==> src/rtl/multdiv_stall_ctrl_if.sv <==
// Pipeline <-> mult/div sequencer bundle: D/X decode inputs,
// unit ready/exception, start pulses, stall/done/exception outputs.
interface multdiv_stall_ctrl_if;
  logic [31:0] DXIR;
  logic        dx_valid;
  logic        flush;
  logic        md_resultRDY;
  logic        md_exception;
  logic        ctrl_MULT;
  logic        ctrl_DIV;
  logic        stall;
  logic        md_done;
  logic        md_exc;
  logic        busy;
`ifdef MULTDIV_PERF_EN
  logic [15:0] perf_stall_cycles;
`endif

  modport master (
    output DXIR,
    output dx_valid,
    output flush,
    output md_resultRDY,
    output md_exception,
    input  ctrl_MULT,
    input  ctrl_DIV,
    input  stall,
    input  md_done,
    input  md_exc,
    input  busy
`ifdef MULTDIV_PERF_EN
    , input perf_stall_cycles
`endif
  );

  modport slave (
    input  DXIR,
    input  dx_valid,
    input  flush,
    input  md_resultRDY,
    input  md_exception,
    output ctrl_MULT,
    output ctrl_DIV,
    output stall,
    output md_done,
    output md_exc,
    output busy
`ifdef MULTDIV_PERF_EN
    , output perf_stall_cycles
`endif
  );
endinterface

==> src/rtl/multdiv_stall_ctrl.sv <==
// Mult/div sequencer: start pulse, pipeline stall until ready/timeout,
// then md_done (+md_exc) for X/M. Ports: clock, reset_n, md (slave).
// Optional MULTDIV_PERF_EN adds md.perf_stall_cycles (saturating).
module multdiv_stall_ctrl #(
  parameter int MAX_CYCLES = 40,
  parameter int CNT_W      = 6
) (
  input logic clock,
  input logic reset_n,
  multdiv_stall_ctrl_if.slave md
);

  localparam logic [1:0] IDLE = 2'd0;
  localparam logic [1:0] WAIT = 2'd1;
  localparam logic [1:0] DONE = 2'd2;

  localparam logic [4:0] OP_RTYPE = 5'd0;
  localparam logic [4:0] ALU_MUL  = 5'd6;
  localparam logic [4:0] ALU_DIV  = 5'd7;

  localparam logic [CNT_W-1:0] CNT_LAST =
    CNT_W'(MAX_CYCLES - 1);

  logic [1:0]       state;
  logic [1:0]       stateNext;
  logic [CNT_W-1:0] cnt;
  logic [CNT_W-1:0] cntNext;
  logic             excR;
  logic             excNext;

  logic [4:0] opcode;
  logic [4:0] aluOp;
  logic       isMul;
  logic       isDiv;
  logic       isMd;
  logic       idleGo;
  logic       stallInt;
  logic       unusedBits;

  assign opcode = md.DXIR[31:27];
  assign aluOp  = md.DXIR[6:2];

  assign unusedBits = ^{md.DXIR[26:7], md.DXIR[1:0]};

  always_comb begin
    isMul = 1'b0;
    isDiv = 1'b0;
    if (md.dx_valid && !md.flush &&
        opcode == OP_RTYPE) begin
      unique case (1'b1)
        (aluOp == ALU_MUL): isMul = 1'b1;
        (aluOp == ALU_DIV): isDiv = 1'b1;
        default: ;
      endcase
    end
  end

  assign isMd = isMul | isDiv;

  // Decode-driven outputs are gated by reset_n so they
  // drop at once even while D/X still shows a mult/div.
  assign idleGo = reset_n && (state == IDLE);

  always_comb begin
    stateNext = state;
    cntNext   = cnt;
    excNext   = excR;
    unique case (state)
      IDLE: begin
        if (isMd) begin
          stateNext = WAIT;
          cntNext   = '0;
          excNext   = 1'b0;
        end
      end
      WAIT: begin
        if (cnt != CNT_LAST)
          cntNext = cnt + 1'b1;
        // Ready beats timeout when both land together.
        if (md.md_resultRDY) begin
          stateNext = DONE;
          excNext   = md.md_exception;
        end else if (cnt == CNT_LAST) begin
          stateNext = DONE;
          excNext   = 1'b1;
        end
      end
      DONE: stateNext = IDLE;
      default: stateNext = IDLE;
    endcase
  end

  always_ff @(posedge clock or negedge reset_n) begin
    if (!reset_n) begin
      state <= IDLE;
      cnt   <= '0;
      excR  <= 1'b0;
    end else begin
      state <= stateNext;
      cnt   <= cntNext;
      excR  <= excNext;
    end
  end

  assign stallInt = (idleGo && isMd) ||
                    (state == WAIT);

  always_comb begin
    md.ctrl_MULT = idleGo && isMul;
    md.ctrl_DIV  = idleGo && isDiv;
    md.stall     = stallInt;
    md.md_done   = (state == DONE);
    md.md_exc    = (state == DONE) && excR;
    md.busy      = (state != IDLE);
  end

`ifdef MULTDIV_PERF_EN
  logic [15:0] perfCnt;

  always_ff @(posedge clock or negedge reset_n) begin
    if (!reset_n)
      perfCnt <= '0;
    else if (stallInt && perfCnt != 16'hFFFF)
      perfCnt <= perfCnt + 16'd1;
  end

  assign md.perf_stall_cycles = perfCnt;
`endif

  aOneHot: assert property (
    @(posedge clock) disable iff (!reset_n)
    !(md.ctrl_MULT && md.ctrl_DIV));

  aExcDone: assert property (
    @(posedge clock) disable iff (!reset_n)
    md.md_exc |-> md.md_done);

endmodule

==> src/flat_wrapper.sv <==
// flat-port wrapper written by rule: the top's interface ports become plain ports
module multdiv_stall_ctrl_flat 
#(
  parameter int MAX_CYCLES = 40,
  parameter int CNT_W      = 6
)
  (clock, reset_n, md_DXIR, md_dx_valid, md_flush, md_md_resultRDY, md_md_exception, md_ctrl_MULT, md_ctrl_DIV, md_stall, md_md_done, md_md_exc, md_busy);
  multdiv_stall_ctrl_if md_i ();
  input logic clock;
  input logic reset_n;
  input wire logic [$bits(md_i.DXIR)-1:0] md_DXIR;
  input wire logic [$bits(md_i.dx_valid)-1:0] md_dx_valid;
  input wire logic [$bits(md_i.flush)-1:0] md_flush;
  input wire logic [$bits(md_i.md_resultRDY)-1:0] md_md_resultRDY;
  input wire logic [$bits(md_i.md_exception)-1:0] md_md_exception;
  output wire logic [$bits(md_i.ctrl_MULT)-1:0] md_ctrl_MULT;
  output wire logic [$bits(md_i.ctrl_DIV)-1:0] md_ctrl_DIV;
  output wire logic [$bits(md_i.stall)-1:0] md_stall;
  output wire logic [$bits(md_i.md_done)-1:0] md_md_done;
  output wire logic [$bits(md_i.md_exc)-1:0] md_md_exc;
  output wire logic [$bits(md_i.busy)-1:0] md_busy;
  assign md_i.DXIR = md_DXIR;
  assign md_i.dx_valid = md_dx_valid;
  assign md_i.flush = md_flush;
  assign md_i.md_resultRDY = md_md_resultRDY;
  assign md_i.md_exception = md_md_exception;
  assign md_ctrl_MULT = md_i.ctrl_MULT;
  assign md_ctrl_DIV = md_i.ctrl_DIV;
  assign md_stall = md_i.stall;
  assign md_md_done = md_i.md_done;
  assign md_md_exc = md_i.md_exc;
  assign md_busy = md_i.busy;
  multdiv_stall_ctrl #(.MAX_CYCLES(MAX_CYCLES), .CNT_W(CNT_W)) u_core (.clock(clock), .reset_n(reset_n), .md(md_i));
endmodule
==> config.mk <==
export PLATFORM = sky130hd
export DESIGN_NAME = multdiv_stall_ctrl_flat
export DESIGN_NICKNAME = d
export VERILOG_FILES = /design/src/rtl/multdiv_stall_ctrl_if.sv /design/src/rtl/multdiv_stall_ctrl.sv /design/src/flat_wrapper.sv
export SDC_FILE = /design/constraint.sdc
export NUM_CORES = 1
export LEC_CHECK = 0
export ABC_AREA = 1
export CORE_MARGIN = 5
export CORE_UTILIZATION = 35
export CTS_CLUSTER_DIAMETER = 150
export DETAILED_ROUTE_END_ITERATION = 10
export PLACE_DENSITY_LB_ADDON = 0.15
export SETUP_SLACK_MARGIN = 0.1
export SLEW_MARGIN = 20
export SYNTH_ARGS = -nofsm -noshare
export SYNTH_HDL_FRONTEND = slang
export SYNTH_SLANG_ARGS = --single-unit
==> constraint.sdc <==
create_clock -name clock -period 3.1 [get_ports clock]
set_input_delay 0.775 -clock clock [delete_from_list [all_inputs] [get_ports clock]]
set_output_delay 0.775 -clock clock [all_outputs]
set_load 0.1 [all_outputs]
==> impl_metrics.csv, run 1 <==
group,metric,value,unit
job,drv_cap,0,
routing,ant_nets,0,
place,port_buffers,21,
layout,final_util,0.569,
critical_path,cp-end-kind,"output pin",
layout,layout_common_cells,"25 x nand2_1, 16 x inv_1, 15 x clkdlybuf4s50_1",
floorplan,die_h,50.9,um
routing,drtPass1Iterations,4,
synthesis,yosys_warnings,0,
global_routing,grt-ovfl-total,0,
clock_tree,clock_sinks,9,
routing,vias,572,
synthesis,syn_nets,122,
routing,vias_per_cell,4.58,
routing,wl_met2,600,um
synthesis,syn_area,586,sq um
timing,rsz0062_at_grt,"no",
routing,drt_iter0_drc,9,
synthesis,synth_seq_area_share,0.385,
layout,diodes,0,
clock_tree,ctsResizeCount,0,
layout,final_area,877,sq um
synthesis,yosysUniqueCellTypes,16,
clock_tree,h-tree-depth,1,
pwr,combPwrFrac,0.176,
routing,drt-met1-wl,594,um
clock_tree,hold_buffers,0,
pwr,intPower,200,uW
routing,highest_layer,"met4",
timing,hold_violations,0,
layout,area_delta_synth_final,49.8,%
timing,setup_viol_count_final,0,
pwr,pwr-share-clk,0.336,
min_path,hp-class,"reg -> reg",
global_routing,antenna_found_initial,0,
global_routing,grt_use_total,0.114,
clock_tree,clk_pin_slew_worst_paths,0.06,ns
place,place_area,851,sq um
outcome,status,"completed",
place,gp_congestion,0.850,
critical_path,path_class,"in -> out",
pwr,p_leak,0.485,nW
clock_tree,clockRootBuffer,"clkbuf_4",
critical_path,required,2.32,ns
timing,clock_skew,0.000326,ns
floorplan,core,1540,sq um
pwr,power.net_switching,60.1,uW
timing,max_slew_margin,0.815,
clock_tree,post-cts-setup-buffers,0,
clock_tree,clk_latency,0.25,ns
critical_path,crit_fanout,3,
timing,period_needed,2.91,ns
clock_tree,numCtsBuffers,3,
place,dp_cells,121,
floorplan,rows,14,
pwr,seq_power_share,0.488,
routing,drc,0,
synthesis,synthCells,83,
routing,wire_per_inst,10.4,um
floorplan,start_util,0.380,
critical_path,crit_arrival,2.13,ns
timing,tns,0,ns
floorplan,dieWidth,50.9,um
routing,wl_met3,86,um
pwr,finalPower,260,uW
clock_tree,cts.path.max_buffers,2,
layout,layout-drive-gt1-share,0.174,
timing,drv_slew,0,
routing,wirelength,1.30,mm
timing,fmax,0.344,GHz
global_routing,grt_pass1_vias,559,
place,hpwlAfterDp,1.10,mm
timing,min_period_over_period,0.938,
synthesis,avgSynthCellArea,7.05,sq um
pwr,ir_worst_vdd,0.255,mV
timing,tightest_slew,0.280,ns
floorplan,die_area,2590,sq um
layout,final_nets,149,
pwr,p_per_area,297,nW/um^2
global_routing,grt_pass1_wl,2.35,mm
global_routing,grt_max_degree,10,
critical_path,start_kind,"input port",
synthesis,ys_seq_elements,9,
layout,final_common_cell,"nand2_1",
clock_tree,cts_tree,"done",
layout,fin_cells,125,
pwr,swShare,0.231,
floorplan,io_pins,44,
logic make-up (layout without fill, tap and decap cells):
kind of cell | Yosys count | in the layout | share of synthesized area
compound gates | 4 | 4 | 0.0342
fa+ha+maj | 1 | 1 | 0.0214
buf+inv | 16 | 42 | 0.103
simple gates | 52 | 52 | 0.440
flops | 9 | 9 | 0.385
mux | 1 | 1 | 0.0171
final cells by class:
class / instances / area [sq um]
Sequential cell: 9 / 225
Fill cell: 146 / 664
Multi-Input combinational cell: 58 / 305
Tap cell: 16 / 20.0
Inverter: 16 / 60.1
Clock buffer: 4 / 26.3
Timing Repair Buffer: 22 / 240
Yosys cell counts:
cell type	number	area share
nand2_1	25	0.16
inv_1	16	0.10
dfrtp_1	9	0.38
nor2_1	8	0.051
nand3_1	6	0.051
nor2_2	3	0.032
nor3b_1	3	0.038
o21ai_0	3	0.026
nand2_2	2	0.021
nand4_1	2	0.021
a21oi_1	1	0.0085
ha_1	1	0.021
mux2i_1	1	0.017
nand3b_4	1	0.034
or2_2	1	0.011
or3_4	1	0.019
critical path, cell delays in order:
cell and delay [ns]:
clkdlybuf4s50_1 0.46, nand2_1 0.05, nor2_1 0.10, nand2_1 0.07, or3_4 0.35, nor2_2 0.13
buf_12 0.19
layer usage:
metal,vias to the layer above,GRT usage
li1,310,-
met1,240,0.148
met2,17,0.176
met3,5,0.0320
met4,0,0.0511
met5,-,0
flip-flops by register name (all words and copies together) (netlist names):
| name | count |
|---|---|
| u_core.state | 2 |
| u_core.cnt | 6 |
| u_core.excR | 1 |
power groups by stage:
stage                     Clock, mW  Combinational (mW)  Sequential [mW]
final                        0.0875              0.0457            0.127
after global routing          0.102              0.0524            0.128
after CTS                    0.0920              0.0465            0.127
after detailed placement          0              0.0462            0.129
after global placement            0              0.0444            0.129
after floorplan                   0              0.0201            0.128
stage by stage:
step	worst slack, ns	hold WS (ns)
5_1_grt	0.123	0.569
3_5_place_dp	0.182	0.498
2_1_floorplan	0.197	0.468
4_1_cts	0.173	0.512
3_3_place_gp	0.198	0.486
6_report	0.192	0.511
path summary, 6_finish.rpt:
check / start / endpoint / slack, ns / cells after the start
max: md_dx_valid / md_ctrl_MULT / 0.19 / 7
min: u_core.cnt[1] / u_core.cnt[1] / 0.51 / 2
max reg2reg: u_core.cnt[0] / u_core.cnt[4] / 1.71 / 8
min reg2reg: u_core.cnt[1] / u_core.cnt[1] / 0.51 / 2
max in group asynchronous: reset_n / u_core.cnt[4] / 2.13 / 2
min in group asynchronous: reset_n / u_core.excR / 0.83 / 2
Note: power is estimated with default switching activity, not from simulation.
==> run 2, diff against run 1 <==
Settings changed: CORE_UTILIZATION 35 to 33.
Clock period 3.1 ns to 2.87 ns, I/O delays scaled along.
==> impl_metrics.csv, run 2 (synthesized netlist as in run 1, its figures left out) <==
group,metric,value,unit
layout,final_area,903,sq um
critical_path,cp_slowest_cell,"clkdlybuf4s50_1",
critical_path,crit_buf_inv,2,
global_routing,grt-ovfl-total,0,
min_path,hp-class,"reg -> reg",
layout,diodes,0,
layout,n_fill_cell,168,
layout,layout-drive-gt1-share,0.183,
timing,hold_slack,0.512,ns
critical_path,required,2.15,ns
global_routing,grt_pass1_vias,559,
routing,drtPass1Iterations,4,
floorplan,io_pins,44,
timing,rsz0062_at_grt,"no",
global_routing,antenna_found_initial,0,
critical_path,cp.depth,5,
place,gp_congestion,0.758,
timing,period_needed,2.70,ns
place,port_buffers,21,
clock_tree,hold_buffers,0,
global_routing,grt_use_total,0.116,
floorplan,die_h,52.1,um
layout,layout_common_cells,"24 x nand2_1, 16 x inv_1, 9 x dfrtp_1",
timing,hold_violations,0,
layout,final_nets,149,
routing,wire_per_inst,9.71,um
timing,tightest_slew,0.281,ns
clock_tree,cts_tree,"done",
critical_path,path_class,"in -> out",
outcome,status,"completed",
routing,drt_iter0_drc,4,
clock_tree,clk_pin_slew_worst_paths,0.05,ns
routing,wirelength,1.30,mm
layout,area_delta_synth_final,54.3,%
pwr,p_per_area,306,nW/um^2
layout,top_regs,"u_core.cnt: 6 flops, u_core.state: 2 flops, u_core.excR: 1 flops",
critical_path,crit_arrival,1.98,ns
min_path,whs_path_depth,1,
clock_tree,clk_latency,0.25,ns
layout,final_common_cell,"nand2_1",
critical_path,start_kind,"input port",
timing,clock_skew,0.00454,ns
critical_path,regToRegStartpoint,"u_core.cnt[0]",
pwr,ir_worst_vdd,0.276,mV
critical_path,worstSetupEndpoint,"md_ctrl_DIV",
place,place_area,862,sq um
critical_path,rr_endpoint,"u_core.cnt[1]",
timing,max_slew_margin,0.814,
clock_tree,numCtsBuffers,3,
critical_path,cpPeakStageDelay,0.49,ns
critical_path,reg2reg_slack,1.50,ns
critical_path,crit_family,"buffers and inverters",
job,drv_cap,0,
timing,drv_slew,0,
global_routing,grt_max_degree,10,
floorplan,rows,15,
routing,vias_per_cell,4.10,
critical_path,rr_worst_depth,8,
layout,final_util,0.529,
routing,ant_nets,0,
clock_tree,clock_sinks,9,
critical_path,crit_chain,"clkdlybuf4s50_1 -> nand2_1 -> or3_4 -> nor2_4 -> buf_12",
timing,fmax,0.370,GHz
layout,seqCellArea,225,sq um
timing,min_period_over_period,0.941,
layout,multi_input_area,318,sq um
clock_tree,h-tree-depth,1,
critical_path,worstSetupStartpoint,"reset_n",
place,hpwlAfterDp,1.04,mm
clock_tree,cts.path.max_buffers,2,
floorplan,dieWidth,52.1,um
layout,largest_register_ffs,6,
floorplan,start_util,0.343,
timing,tns,0,ns
clock_tree,post-cts-setup-buffers,0,
pwr,p_leak,0.529,nW
routing,vias,550,
floorplan,die_area,2720,sq um
layout,fin_cells,134,
timing,setup_viol_count_final,0,
critical_path,crit_fanout,3,
critical_path,cp-end-kind,"output pin",
place,dp_cells,130,
global_routing,grt_pass1_wl,2.33,mm
floorplan,core,1710,sq um
clock_tree,clockRootBuffer,"clkbuf_4",
layout,top_register,"u_core.cnt",
routing,drc,0,
[run 2: changes by cell type in the layout (fill, tap and decap cells not counted)]
cell / previous run / this run
dlygate4sd2_1: 0 / 6
nor2_4: 0 / 2
clkdlybuf4s50_1: 15 / 5
nand2_1: 25 / 24
dlymetal6s2s_1: 0 / 4
nand2_2: 2 / 3
nor2_2: 3 / 1
[run 2: worst min path at each step]
stage / start / endpoint
floorplan: reset_n / u_core.cnt[0]
finish: u_core.cnt[0] / u_core.cnt[0]
global placement: u_core.cnt[1] / u_core.cnt[1]
detailed placement: u_core.cnt[1] / u_core.cnt[1]
global route: u_core.excR / u_core.excR
CTS: u_core.cnt[0] / u_core.cnt[0]
[run 2: per-stage QoR]
stage | power, mW | setup WS, ns
floorplan | 0.160 | 0.0820
global placement | 0.188 | 0.0871
detailed placement | 0.188 | 0.0697
CTS | 0.284 | 0.117
global route | 0.298 | 0.117
finish | 0.276 | 0.168
[run 2: cell type report]
type | instances | share of cell area
Clock buffer | 4 | 0.0291
Multi-Input combinational cell | 58 | 0.352
Sequential cell | 9 | 0.249
Tap cell | 25 | 0.0346
Timing Repair Buffer | 22 | 0.269
Inverter | 16 | 0.0665
[run 2: worst reg2reg max path: stages (launching register included)]
cell and delay (ns):
dfrtp_1 0.40, ha_1 0.23, nand2_1 0.11, nand3b_4 0.15
nand2_1 0.07, nand2_2 0.12, inv_1 0.08, nand2_1 0.06
nand2_1 0.05
[run 2: per-layer routing]
metal  vias up  GRT usage  part of all wire
li1        309          -                 -
met1       228      0.147              0.50
met2        13      0.184              0.47
met3         0     0.0430             0.035
met4         0     0.0262                 0
met5         -          0                 0
[run 2: report_power, final]
group          internal [mW]  leakage (nW)  switching (mW)
Clock                 0.0533        0.0150          0.0402
Sequential             0.132         0.106         0.00504
Combinational         0.0267         0.408          0.0192
Total                  0.212         0.529          0.0644
[run 2: what timing repair did]
action                                  CTS  global route
gates resized for setup                   9             4
endpoints found under the setup margin    3             3
pin swaps                                 6             3
endpoints found under the hold margin     0             0
==> run 3, diff against run 2 <==
Settings changed: CTS_CLUSTER_DIAMETER 150 to 60.
==> results of run 3 <==
Final layout, timing and power as in run 2 (identical DEF).
